===== config.mk =====
export PLATFORM = sky130hd
export DESIGN_NAME = multicycle_controller
export DESIGN_NICKNAME = d
export VERILOG_FILES = /design/src/rtl/mc_ctrl_pkg.sv /design/src/rtl/mc_alu_decoder.sv /design/src/rtl/multicycle_controller.sv
export SDC_FILE = /design/constraint.sdc
export NUM_CORES = 1
export LEC_CHECK = 0
export BUFFER_PORTS_ARGS = -buffer_cell sky130_fd_sc_hd__buf_4
export CORE_MARGIN = 10
export CORE_UTILIZATION = 47
export DETAILED_ROUTE_END_ITERATION = 7
export PLACE_DENSITY = 0.83
export RECOVER_POWER = 100
export SLEW_MARGIN = 10
export SYNTH_ARGS = -nofsm -noshare
export SYNTH_HDL_FRONTEND = slang
export SYNTH_SLANG_ARGS = --single-unit

===== constraint.sdc =====
create_clock -name clk -period 3.1 [get_ports clk]
set_input_delay 0.465 -clock clk [delete_from_list [all_inputs] [get_ports clk]]
set_output_delay 0.465 -clock clk [all_outputs]
set_load 0.01 [all_outputs]

===== src/rtl/mc_ctrl_pkg.sv =====
// Shared types and encodings for the multicycle RV32I controller.
// The JAL state only exists when MC_CTRL_JAL_EN is defined.
package mc_ctrl_pkg;

  typedef enum logic [3:0] {
    S_IDLE,
    S_FETCH,
    S_DECODE,
    S_MEMADR,
    S_MEMREAD,
    S_MEMWB,
    S_MEMWRITE,
    S_EXECR,
    S_EXECI,
    S_ALUWB,
    S_BEQ,
`ifdef MC_CTRL_JAL_EN
    S_JAL,
`endif
    S_TRAP
  } state_t;

  localparam logic [6:0] OP_LW    = 7'b0000011;
  localparam logic [6:0] OP_SW    = 7'b0100011;
  localparam logic [6:0] OP_RTYPE = 7'b0110011;
  localparam logic [6:0] OP_ITYPE = 7'b0010011;
  localparam logic [6:0] OP_BEQ   = 7'b1100011;
  localparam logic [6:0] OP_JAL   = 7'b1101111;

  localparam logic [2:0] ALU_ADD = 3'b000;
  localparam logic [2:0] ALU_SUB = 3'b001;
  localparam logic [2:0] ALU_AND = 3'b010;
  localparam logic [2:0] ALU_OR  = 3'b011;
  localparam logic [2:0] ALU_SLT = 3'b101;

  localparam logic [1:0] ALUOP_ADD  = 2'b00;
  localparam logic [1:0] ALUOP_SUB  = 2'b01;
  localparam logic [1:0] ALUOP_FUNC = 2'b10;

  localparam logic [1:0] SRCA_PC    = 2'b00;
  localparam logic [1:0] SRCA_OLDPC = 2'b01;
  localparam logic [1:0] SRCA_RD1   = 2'b10;

  localparam logic [1:0] SRCB_WDATA = 2'b00;
  localparam logic [1:0] SRCB_IMM   = 2'b01;
  localparam logic [1:0] SRCB_FOUR  = 2'b10;

  localparam logic [1:0] RES_ALUOUT    = 2'b00;
  localparam logic [1:0] RES_DATA      = 2'b01;
  localparam logic [1:0] RES_ALURESULT = 2'b10;

  localparam logic [1:0] IMM_I = 2'b00;
  localparam logic [1:0] IMM_S = 2'b01;
  localparam logic [1:0] IMM_B = 2'b10;
  localparam logic [1:0] IMM_J = 2'b11;

  function automatic logic [1:0] imm_src_of(input logic [6:0] op);
    case (op)
      OP_SW:   imm_src_of = IMM_S;
      OP_BEQ:  imm_src_of = IMM_B;
`ifdef MC_CTRL_JAL_EN
      OP_JAL:  imm_src_of = IMM_J;
`endif
      default: imm_src_of = IMM_I;
    endcase
  endfunction

endpackage


===== src/rtl/mc_alu_decoder.sv =====
// Maps ALUOp plus instruction function bits to the ALU operation code.
module mc_alu_decoder
  import mc_ctrl_pkg::*;
(
  input  logic [1:0] alu_op,
  input  logic [2:0] funct3,
  input  logic       op5,
  input  logic       funct7b5,
  output logic [2:0] alu_control
);

  always_comb begin
    alu_control = ALU_ADD;
    case (alu_op)
      ALUOP_SUB:  alu_control = ALU_SUB;
      ALUOP_FUNC: begin
        case (funct3)
          3'b000:  alu_control = (op5 & funct7b5) ? ALU_SUB : ALU_ADD;
          3'b010:  alu_control = ALU_SLT;
          3'b110:  alu_control = ALU_OR;
          3'b111:  alu_control = ALU_AND;
          default: alu_control = ALU_ADD;
        endcase
      end
      default:    alu_control = ALU_ADD;
    endcase
  end

endmodule


===== src/rtl/multicycle_controller.sv =====
// Moore sequencing FSM for a multicycle RV32I datapath with unified memory.
// Optional jal support is compiled in with MC_CTRL_JAL_EN.
module multicycle_controller
  import mc_ctrl_pkg::*;
(
  input  logic       clk,
  input  logic       rst,
  input  logic [6:0] op,
  input  logic [2:0] funct3,
  input  logic       funct7b5,
  input  logic       zero,
  input  logic       mem_ready,
  output logic       mem_req,
  output logic       MemWrite,
  output logic       AdrSrc,
  output logic       IRWrite,
  output logic       PCWrite,
  output logic       RegWrite,
  output logic [1:0] ALUSrcA,
  output logic [1:0] ALUSrcB,
  output logic [1:0] ResultSrc,
  output logic [1:0] ImmSrc,
  output logic [2:0] ALUControl,
  output logic       illegal
);

  state_t     state_q, state_d;
  logic [1:0] alu_op;

  always_ff @(posedge clk or posedge rst) begin
    if (rst) state_q <= S_IDLE;
    else     state_q <= state_d;
  end

  always_comb begin
    state_d   = state_q;
    mem_req   = 1'b0;
    MemWrite  = 1'b0;
    AdrSrc    = 1'b0;
    IRWrite   = 1'b0;
    PCWrite   = 1'b0;
    RegWrite  = 1'b0;
    ALUSrcA   = SRCA_PC;
    ALUSrcB   = SRCB_WDATA;
    ResultSrc = RES_ALUOUT;
    alu_op    = ALUOP_ADD;
    illegal   = 1'b0;
    ImmSrc    = (state_q == S_IDLE) ? IMM_I : imm_src_of(op);
    case (state_q)
      S_IDLE: state_d = S_FETCH;
      S_FETCH: begin
        mem_req   = 1'b1;
        ALUSrcB   = SRCB_FOUR;
        ResultSrc = RES_ALURESULT;
        IRWrite   = mem_ready;
        PCWrite   = mem_ready;
        if (mem_ready) state_d = S_DECODE;
      end
      S_DECODE: begin
        ALUSrcA = SRCA_OLDPC;
        ALUSrcB = SRCB_IMM;
        case (op)
          OP_LW, OP_SW: state_d = S_MEMADR;
          OP_RTYPE:     state_d = S_EXECR;
          OP_ITYPE:     state_d = S_EXECI;
          OP_BEQ:       state_d = S_BEQ;
`ifdef MC_CTRL_JAL_EN
          OP_JAL:       state_d = S_JAL;
`endif
          default:      state_d = S_TRAP;
        endcase
      end
      S_MEMADR: begin
        ALUSrcA = SRCA_RD1;
        ALUSrcB = SRCB_IMM;
        state_d = (op == OP_LW) ? S_MEMREAD : S_MEMWRITE;
      end
      S_MEMREAD: begin
        mem_req = 1'b1;
        AdrSrc  = 1'b1;
        if (mem_ready) state_d = S_MEMWB;
      end
      S_MEMWB: begin
        ResultSrc = RES_DATA;
        RegWrite  = 1'b1;
        state_d   = S_FETCH;
      end
      S_MEMWRITE: begin
        mem_req  = 1'b1;
        MemWrite = 1'b1;
        AdrSrc   = 1'b1;
        if (mem_ready) state_d = S_FETCH;
      end
      S_EXECR: begin
        ALUSrcA = SRCA_RD1;
        alu_op  = ALUOP_FUNC;
        state_d = S_ALUWB;
      end
      S_EXECI: begin
        ALUSrcA = SRCA_RD1;
        ALUSrcB = SRCB_IMM;
        alu_op  = ALUOP_FUNC;
        state_d = S_ALUWB;
      end
      S_ALUWB: begin
        RegWrite = 1'b1;
        state_d  = S_FETCH;
      end
      S_BEQ: begin
        ALUSrcA = SRCA_RD1;
        alu_op  = ALUOP_SUB;
        PCWrite = zero;
        state_d = S_FETCH;
      end
`ifdef MC_CTRL_JAL_EN
      // ALUOut still holds the jump target from DECODE; PC+4 goes to rd in ALUWB
      S_JAL: begin
        ALUSrcA = SRCA_OLDPC;
        ALUSrcB = SRCB_FOUR;
        PCWrite = 1'b1;
        state_d = S_ALUWB;
      end
`endif
      S_TRAP:  illegal = 1'b1;
      default: state_d = S_IDLE;
    endcase
  end

  mc_alu_decoder u_alu_decoder (
    .alu_op      (alu_op),
    .funct3      (funct3),
    .op5         (op[5]),
    .funct7b5    (funct7b5),
    .alu_control (ALUControl)
  );

endmodule

---- After elaboration in Yosys (flattened, before gate mapping) ----
Cells that the tools add are included.
operators by class
  equality and inequality tests ........... 24
  multiplexer cells ....................... 22
  bitwise operators ....................... 2
  reduce and logical (&&, ||, !) cells .... 11
operator list
  operator              number
  $pmux W4 S8           1
  $pmux W2 S2           5
  $eq A4 B3 Y1 const B  4
  $eq A4 B4 Y1 const B  4
  $pmux W4 S4           1
  $eq A7 B6 Y1 const B  2
  $mux W4               3
  $pmux W3 S4           1
  $eq A4 B2 Y1 const B  2
  $reduce_or A2 Y1      4
  $reduce_or A4 Y1      2
  $eq A7 B2 Y1 const B  1
  $eq A7 B5 Y1 const B  1
  $eq A7 B7 Y1 const B  1
  $mux W1               7
  $eq A3 B3 Y1 const B  2
  $ne A2 B2 Y1 const B  3
  $pmux W3 S2           1
  $reduce_or A3 Y1      2
  $eq A4 B1 Y1 const B  1
  $logic_not A4 Y1      1
  $mux W2               2
  $reduce_and A4 Y1     1
  $eq A3 B2 Y1 const B  1
  other kinds (6)       6
storage, ports and cells
  flip-flop bits (word level) ............. 4
  input port bits ......................... 15
  output and inout bits ................... 18
  logic and storage cells ................. 60

---- Depth between registers and ports, before layout ----
Gate-level depths: netlist of the first run.
  depth in word-level cells ............... 5
  depth in mapped cells ................... 8
  gate-level depth less buffers ........... 7

---- By module ----
Synthesis of the first run repeated with hierarchy kept, for this count alone.
unflattened totals
  cell total of the unflattened synthesis .. 77
  area, all modules ....................... 638.1 um^2
modules (own cells, without submodules)
  module                 times used  cells each  area each (um^2)  seq. area each (um^2)
  multicycle_controller  1           66          541.8             100.1
  mc_alu_decoder         1           11          96.3              0.0

---- Least setup slack after synthesis of the first run ----
Ideal clock, no wire load.
  kind .................................... flip-flop to output port
  start point ............................. register state_q[3]
  end point ............................... output port ALUControl[2]
  data arrival time ....................... 1.584 ns
  data required time ...................... 2.635 ns
  setup slack ............................. 1.051 ns
  stages on the path, launching flop included .. 6
  path buffers ............................ 1
  cells stage by stage .................... dfrtp_1 > buf_6 > nor2b_1 > a2bb2oi_1 > ha_1 > nor4_1
on the way
  word-level cells in the longest chain between the ends .. 5
  elaborated cells on any way between the ends .. 8
  those cells by class .................... 5 x eq/ne; 2 x mux; 1 x reduce/logical
RTL lines
  item                                                 line                         text
  from (decl)                                          multicycle_controller.sv:27  state_t state_q, state_d;
  from (signal assigned)                               multicycle_controller.sv:32  else state_q <= state_d;
  $eq A4 B4 Y1 / $eq A4 B3 Y1 (equally long branches)  multicycle_controller.sv:49  case (state_q)
  $reduce_or A2 Y1 (no source line)                    --
  $pmux W2 S2 *                                        multicycle_controller.sv:49
  $eq A2 B2 Y1 / $eq A2 B1 Y1 (equally long branches)  mc_alu_decoder.sv:14         case (alu_op)
  $pmux W3 S2 *                                        mc_alu_decoder.sv:14
  to (decl)                                            multicycle_controller.sv:23  output logic [2:0] ALUControl,
Every way passes the cells marked *; elsewhere a longest branch is shown, timed or not.

---- Final worst setup path of the first run ----
  start point ............................. register state_q[1]
  end point ............................... output port ALUControl[2]
The elaborated chain is that of the path after synthesis.

==> results of run 1 <==
layout make-up:
class / count / share of cell area, %
Clock buffer: 3 / 2.84
Inverter: 8 / 3.79
Multi-Input combinational cell: 63 / 54.3
Sequential cell: 4 / 12.6
Tap cell: 15 / 2.37
Timing Repair Buffer: 33 / 24.1
metal layers:
layer  up-vias  part of all wire, %  routed length (um)
met3         5                   11                 201
met1       323                   39                 738
met5         -                    0                   0
met2        38                   47                 893
met4         0                  2.7                  51
li1        361                    -                   -
logic make-up (layout without fill, tap and decap cells):
family,count (synthesis),count (layout),synth area share [%]
AO/OA/AOI/OAI,20,20,23.2
XOR/XNOR,2,2,2.82
adder cells (fa/ha/maj),2,2,4.03
buffers and inverters,14,44,10.9
flip-flops,4,4,16.1
multiplexers,1,1,1.61
AND/OR/NAND/NOR,38,38,41.3
metrics by stage:
step	total power (uW)	setup slack (ns)
after global routing	661	0.369
after CTS	673	0.517
after floorplan	445	1.05
after global placement	589	0.860
final	594	0.565
after detailed placement	603	0.794
Yosys cell counts, drive strengths merged (2+ instances only):
master,count,area (um^2)
a2111oi,3,26.3
ha,2,25.0
o21ai,2,10.0
nor2b,4,25.0
xnor2,2,17.5
dfrtp,4,100
nor3,6,30.0
nor2,3,11.3
nand2,2,7.51
and2,3,18.8
nor3b,2,15.0
or3b,2,17.5
buf,5,33.8
a21oi,5,25.0
inv,8,30.0
nand2b,4,32.5
nand3,4,20.0
power groups by stage:
stage,combinational (uW),sequential (uW),clock [uW]
after floorplan,348,96.6,0
after global placement,434,155,0
after detailed placement,444,159,0
after CTS,446,158,69.2
after global routing,431,160,69.7
final,378,150,66.7
final timing paths:
kind	endpoint	cells past startpoint	from
worst min-delay path	state_q[2]$_DFFE_PP0P_	2	rst
max in group asynchronous	state_q[3]$_DFFE_PP0P_	2	rst
min in group clk	state_q[3]$_DFFE_PP0P_	3	op[6]
worst max-delay path	ALUControl[2]	5	state_q[1]$_DFFE_PP0P_
worst max register to register	state_q[2]$_DFFE_PP0P_	3	state_q[1]$_DFFE_PP0P_
worst min register to register	state_q[3]$_DFFE_PP0P_	2	state_q[3]$_DFFE_PP0P_
==> run metrics, run 1 <==
largest net degree at the start of global routing=19; NetSw=304 uW; Layout Nets=130; Num CTS Buffers=3; GRT Residual Overflow=0; Mean Syn Cell Area=7.66 um^2; final instance area=793 um^2; critical path type=register to output pin; H-tree lvl count=1; Seq/Total Area, Yosys=16.1%; count of cell types in the netlist=40; switching portion of total power=51.1%; Core ar.=0.00127 mm^2; final hold vios=0; most frequent cells in the layout=buf_4, clkbuf_1, inv_1; Synth Register Bits=4; family with the most delay on the worst path=flip-flops; vias=727; final setup fails=0; most flop-heavy register=state_q; setup TNS=0 ns; Placer Congestion=0.888; Logic pwr share=63.6%; Global Route met1 Usage=12.5%; post-CTS setup repair buffer count=0; Peak supply drop=0.000297 V; Arr. time, crit path=2.07 ns; placement row count=13; Pwr Density=749 mW/mm^2; Syn. warnings=0; Core Util, Final=62.5%; WP buf/inv=1; ys flop type=dfrtp_1; area of the multi-input gates=430 um^2; CP startpoint kind=register; fillers=125; Post-Route WL=1880 um; CTS tree=yes; initial core utilization=48.9%; total global-route track usage=12.4%; Clock Tree Root=clkbuf_4; number of global-route vias before repair=731; port buffer count=32; register area=100 um^2; Worst path max stage delay=0.64 ns; final std cells w/o fill=126; Via density=5.77; Crit. End Element=output pin; die height=56.3 um; Post-CTS Hold Buffers=0; first-pass GRT wire length=3310 um; Reg power frac=25.2%; syn_nets=98; GR Util met2=21.1%; R2R Setup Slk=1.09 ns; drt first pass iters=4; Sink Count=4; CP max FO=18; max reg flops=4; GRT Max-Usage Layer=met2; die area=0.00317 mm^2; Worst Max-Slew Pin Slew=0.795 ns; Final period util=81.8%; initial DRC count=23; synthesized instance count=81; Area after DPL=850 um^2; fraction of registers with async set/reset=100%; number of synthesized flops with an enable pin=0; Post-Syn Area=621 um^2; initial antenna violation count=0; Lkg Pwr=0.000337 uW; clock skew=0.00342 ns; Crit-path slowest cell=dfrtp_1; DP HPWL=1520 um; fraction of layout cells with a size suffix above 1=21.6%; met3 usage=5.39%; Max Cap Viol=0; die width=56.3 um; Layout area overhead=27.8%; clk_lat worst skew=0.24 ns; DP Cell Count=123; Critical Path RT=2.63 ns; most common cell after layout, fill and taps aside=buf_4; Int Pwr=291 uW; normalized max-slew margin=46.3%; Final min period=2.54 ns; number of gates resized after cts=0; # IOs=33; # DRC=0; post-DR wirelength/cell=15.0 um; maximum clock rate=394 MHz; Worst-path clk slew=0.04 ns; status=complete, no violations; Largest regs=state_q (4); WHS=0.102 ns; clock share of power=11.2%; diode count=0; CTS max path bufs=2; Worst Hold Class=primary input to async pin; Final ANT Viol Nets=0; RSZ-0062 raised after global routing=false; final-report max-slew violation count=0; worst path cell trace=nor2_1, a2bb2oi_1, ha_1, nor4_1, clkbuf_1
Power figures use the tool's default switching activity.
==> inputs of run 2 (changes only) <==
--- a/config.mk
+++ b/config.mk
@@ -5,11 +5,12 @@
 export SDC_FILE = /design/constraint.sdc
 export NUM_CORES = 1
 export LEC_CHECK = 0
+export ABC_AREA = 1
 export BUFFER_PORTS_ARGS = -buffer_cell sky130_fd_sc_hd__buf_4
 export CORE_MARGIN = 10
-export CORE_UTILIZATION = 47
+export CORE_UTILIZATION = 42
 export DETAILED_ROUTE_END_ITERATION = 7
-export PLACE_DENSITY = 0.83
+export PLACE_DENSITY = 0.77
 export RECOVER_POWER = 100
 export SLEW_MARGIN = 10
 export SYNTH_ARGS = -nofsm -noshare
==> constraint.sdc (replaced) <==
create_clock -name clk -period 2.4 [get_ports clk]
set_input_delay 0.36 -clock clk [delete_from_list [all_inputs] [get_ports clk]]
set_output_delay 0.36 -clock clk [all_outputs]
set_load 0.01 [all_outputs]
==> run 2 against run 1 <==
Area after synthesis is 7.7% lower. Synthesized cell count up 26%. Worst hold slack lost 0.095 ns. Clock skew is 0.0033 ns lower. Setup slack worse by 0.44 ns. Final cell count is 21% higher. Routed wire length shrank 2.0%. Sequential power shrank 6%. Clock-buffer cell count stayed put. Core utilization grew 0.17 points.
==> run metrics, run 2 <==
status=complete, no violations; Global Route met1 Usage=11.6%; total global-route track usage=11.2%; final hold vios=0; setup TNS=0 ns; Sink Count=4; number of global-route vias before repair=760; max reg flops=4; Worst Max-Slew Pin Slew=0.363 ns; final setup fails=0; vias=755; Critical Path RT=2.04 ns; critical path type=register to output pin; Post-Route WL=1850 um; fillers=137; commonest cells in the netlist=nand2_1, inv_1, nor2_1, nand3_1; placement row count=13; die width=56.9 um; synthesized instance count=102; Arr. time, crit path=1.92 ns; Peak supply drop=0.000536 V; Num CTS Buffers=3; top cells by area, synth=dfrtp_1, nand2_1, inv_1; Lkg Pwr=0.000487 uW; H-tree lvl count=1; initial antenna violation count=0; syn_nets=119; fraction of layout cells with a size suffix above 1=25.4%; RSZ-0062 raised after global routing=false; top-count cell post-synth=nand2_1; count of cell types in the netlist=22; Via density=4.93; most frequent cells in the layout=nand2_1, buf_4, inv_1; post-synth top area cell=dfrtp_1; Layout Nets=157; Worst-path clk slew=0.04 ns; largest net degree at the start of global routing=9; Worst Hold Class=primary input to async pin; GR Util met2=18.8%; Crit. End Element=output pin; final-report max-slew violation count=0; CTS max path bufs=2; # DRC=0; CP max FO=6; maximum clock rate=439 MHz; Layout area overhead=42.4%; ys flop type=dfrtp_1; number of synthesized flops with an enable pin=0; Seq/Total Area, Yosys=17.5%; Post-Syn Area=573 um^2; Pwr Total=802 uW; Final min period=2.28 ns; CP startpoint kind=register; port buffer count=32; diode count=0; clk_lat worst skew=0.23 ns; die height=56.9 um; normalized max-slew margin=75.7%; Synth Register Bits=4; Syn. warnings=0; CTS tree=yes; Largest regs=state_q (4); post-synth top area share=17.5%; drt first pass iters=4; first-pass GRT wire length=3110 um; initial core utilization=44.0%; Core ar.=0.00130 mm^2; Placer Congestion=0.810; post-DR wirelength/cell=12.1 um; Mean Syn Cell Area=5.62 um^2; GRT Residual Overflow=0; cells on worst reg2reg path=6; Max Cap Viol=0; Final ANT Viol Nets=0; Final period util=95.0%; Pwr Density=984 mW/mm^2; GRT Max-Usage Layer=met2; Core Util, Final=62.7%; Clock Tree Root=clkbuf_4; # IOs=33; most flop-heavy register=state_q; die area=0.00324 mm^2; DP HPWL=1590 um; clock skew=0.000136 ns; initial DRC count=7; met3 usage=5.31%; fraction of registers with async set/reset=100%
==> run 2: cell types whose count changed after synthesis, moves of 3 or more <==
cell | previous run | this run
and2_1 | 3 | 0
nor2_2 | 0 | 3
a2111oi_0 | 3 | 0
nor2_1 | 3 | 17
nor2b_1 | 4 | 1
nand2b_1 | 3 | 0
nand2_2 | 0 | 3
inv_2 | 0 | 3
nand2_1 | 2 | 24
inv_1 | 8 | 19
buf_2 | 3 | 0
==> run 2: cells by family after synthesis <==
family	count (synthesis)	synth area share, %
buffers and inverters	22	14.4
AOI/OAI and AO/OA	11	11.1
and+or+nand+nor	63	52.6
DFF	4	17.5
adders and majority gates	2	4.37
==> run 2: layout make-up <==
class,count,area [um^2],share of cell area (%)
Multi-Input combinational cell,76,378,46.3
Timing Repair Buffer,33,214,26.2
Sequential cell,4,100,12.3
Inverter,22,82.6,10.1
Clock buffer,3,22.5,2.76
Tap cell,15,18.8,2.30
==> run 2: final timing paths <==
path                                           to              startpoint  slack [ns]
hold reg to reg            state_q[2]$_DFFE_PP0P_  state_q[2]$_DFFE_PP0P_        0.62
setup / recovery                    ALUControl[2]  state_q[0]$_DFFE_PP0P_        0.12
setup reg to reg           state_q[2]$_DFFE_PP0P_  state_q[3]$_DFFE_PP0P_        0.92
max in group asynchronous  state_q[1]$_DFFE_PP0P_                     rst        2.25
min in group clk           state_q[0]$_DFFE_PP0P_               mem_ready        0.42
hold / removal             state_q[3]$_DFFE_PP0P_                     rst       0.007
==> run 2: report_power, final <==
group / switching, uW / internal, uW / total, uW
Clock: 27.7 / 55.9 / 83.6
Combinational: 367 / 211 / 578
Sequential: 42.5 / 98.3 / 141
==> run 2: repair_timing <==
| item | CTS | global route |
|---|---|---|
| hold endpoints to repair | 0 | 0 |
| setup endpoints to repair | 0 | 2 |
| hold buffers | 0 | 0 |
| setup buffers | 0 | 1 |
| resized for setup | 0 | 3 |
==> run 2: worst max-delay path, stage by stage, from the launching register on <==
cell and delay, ns:
dfrtp_1 0.45, nor2_2 0.19, inv_1 0.08, nor2_1 0.13
a21oi_2 0.06, ha_1 0.30, nor4_1 0.29, buf_4 0.18
==> run 2: per-layer routing <==
metal  vias to the layer above  share of wire, %  routed length [um]
met2                        30                47                 869
li1                        392                 -                   -
met4                         0               1.6                  29
met1                       329                42                 774
met3                         4               9.4                 173
met5                         -                 0                   0
==> run 2: stage by stage <==
step           hold slack (ns)  setup WS [ns]  cell area [um^2]  std cells
2_1_floorplan            0.126          0.476               573        102
3_3_place_gp             0.255          0.371               832        149
3_5_place_dp             0.256          0.305               832        149
4_1_cts                0.00864         0.0385               855        152
5_1_grt                 0.0246         0.0103               816        153
6_report               0.00663          0.120               816        153
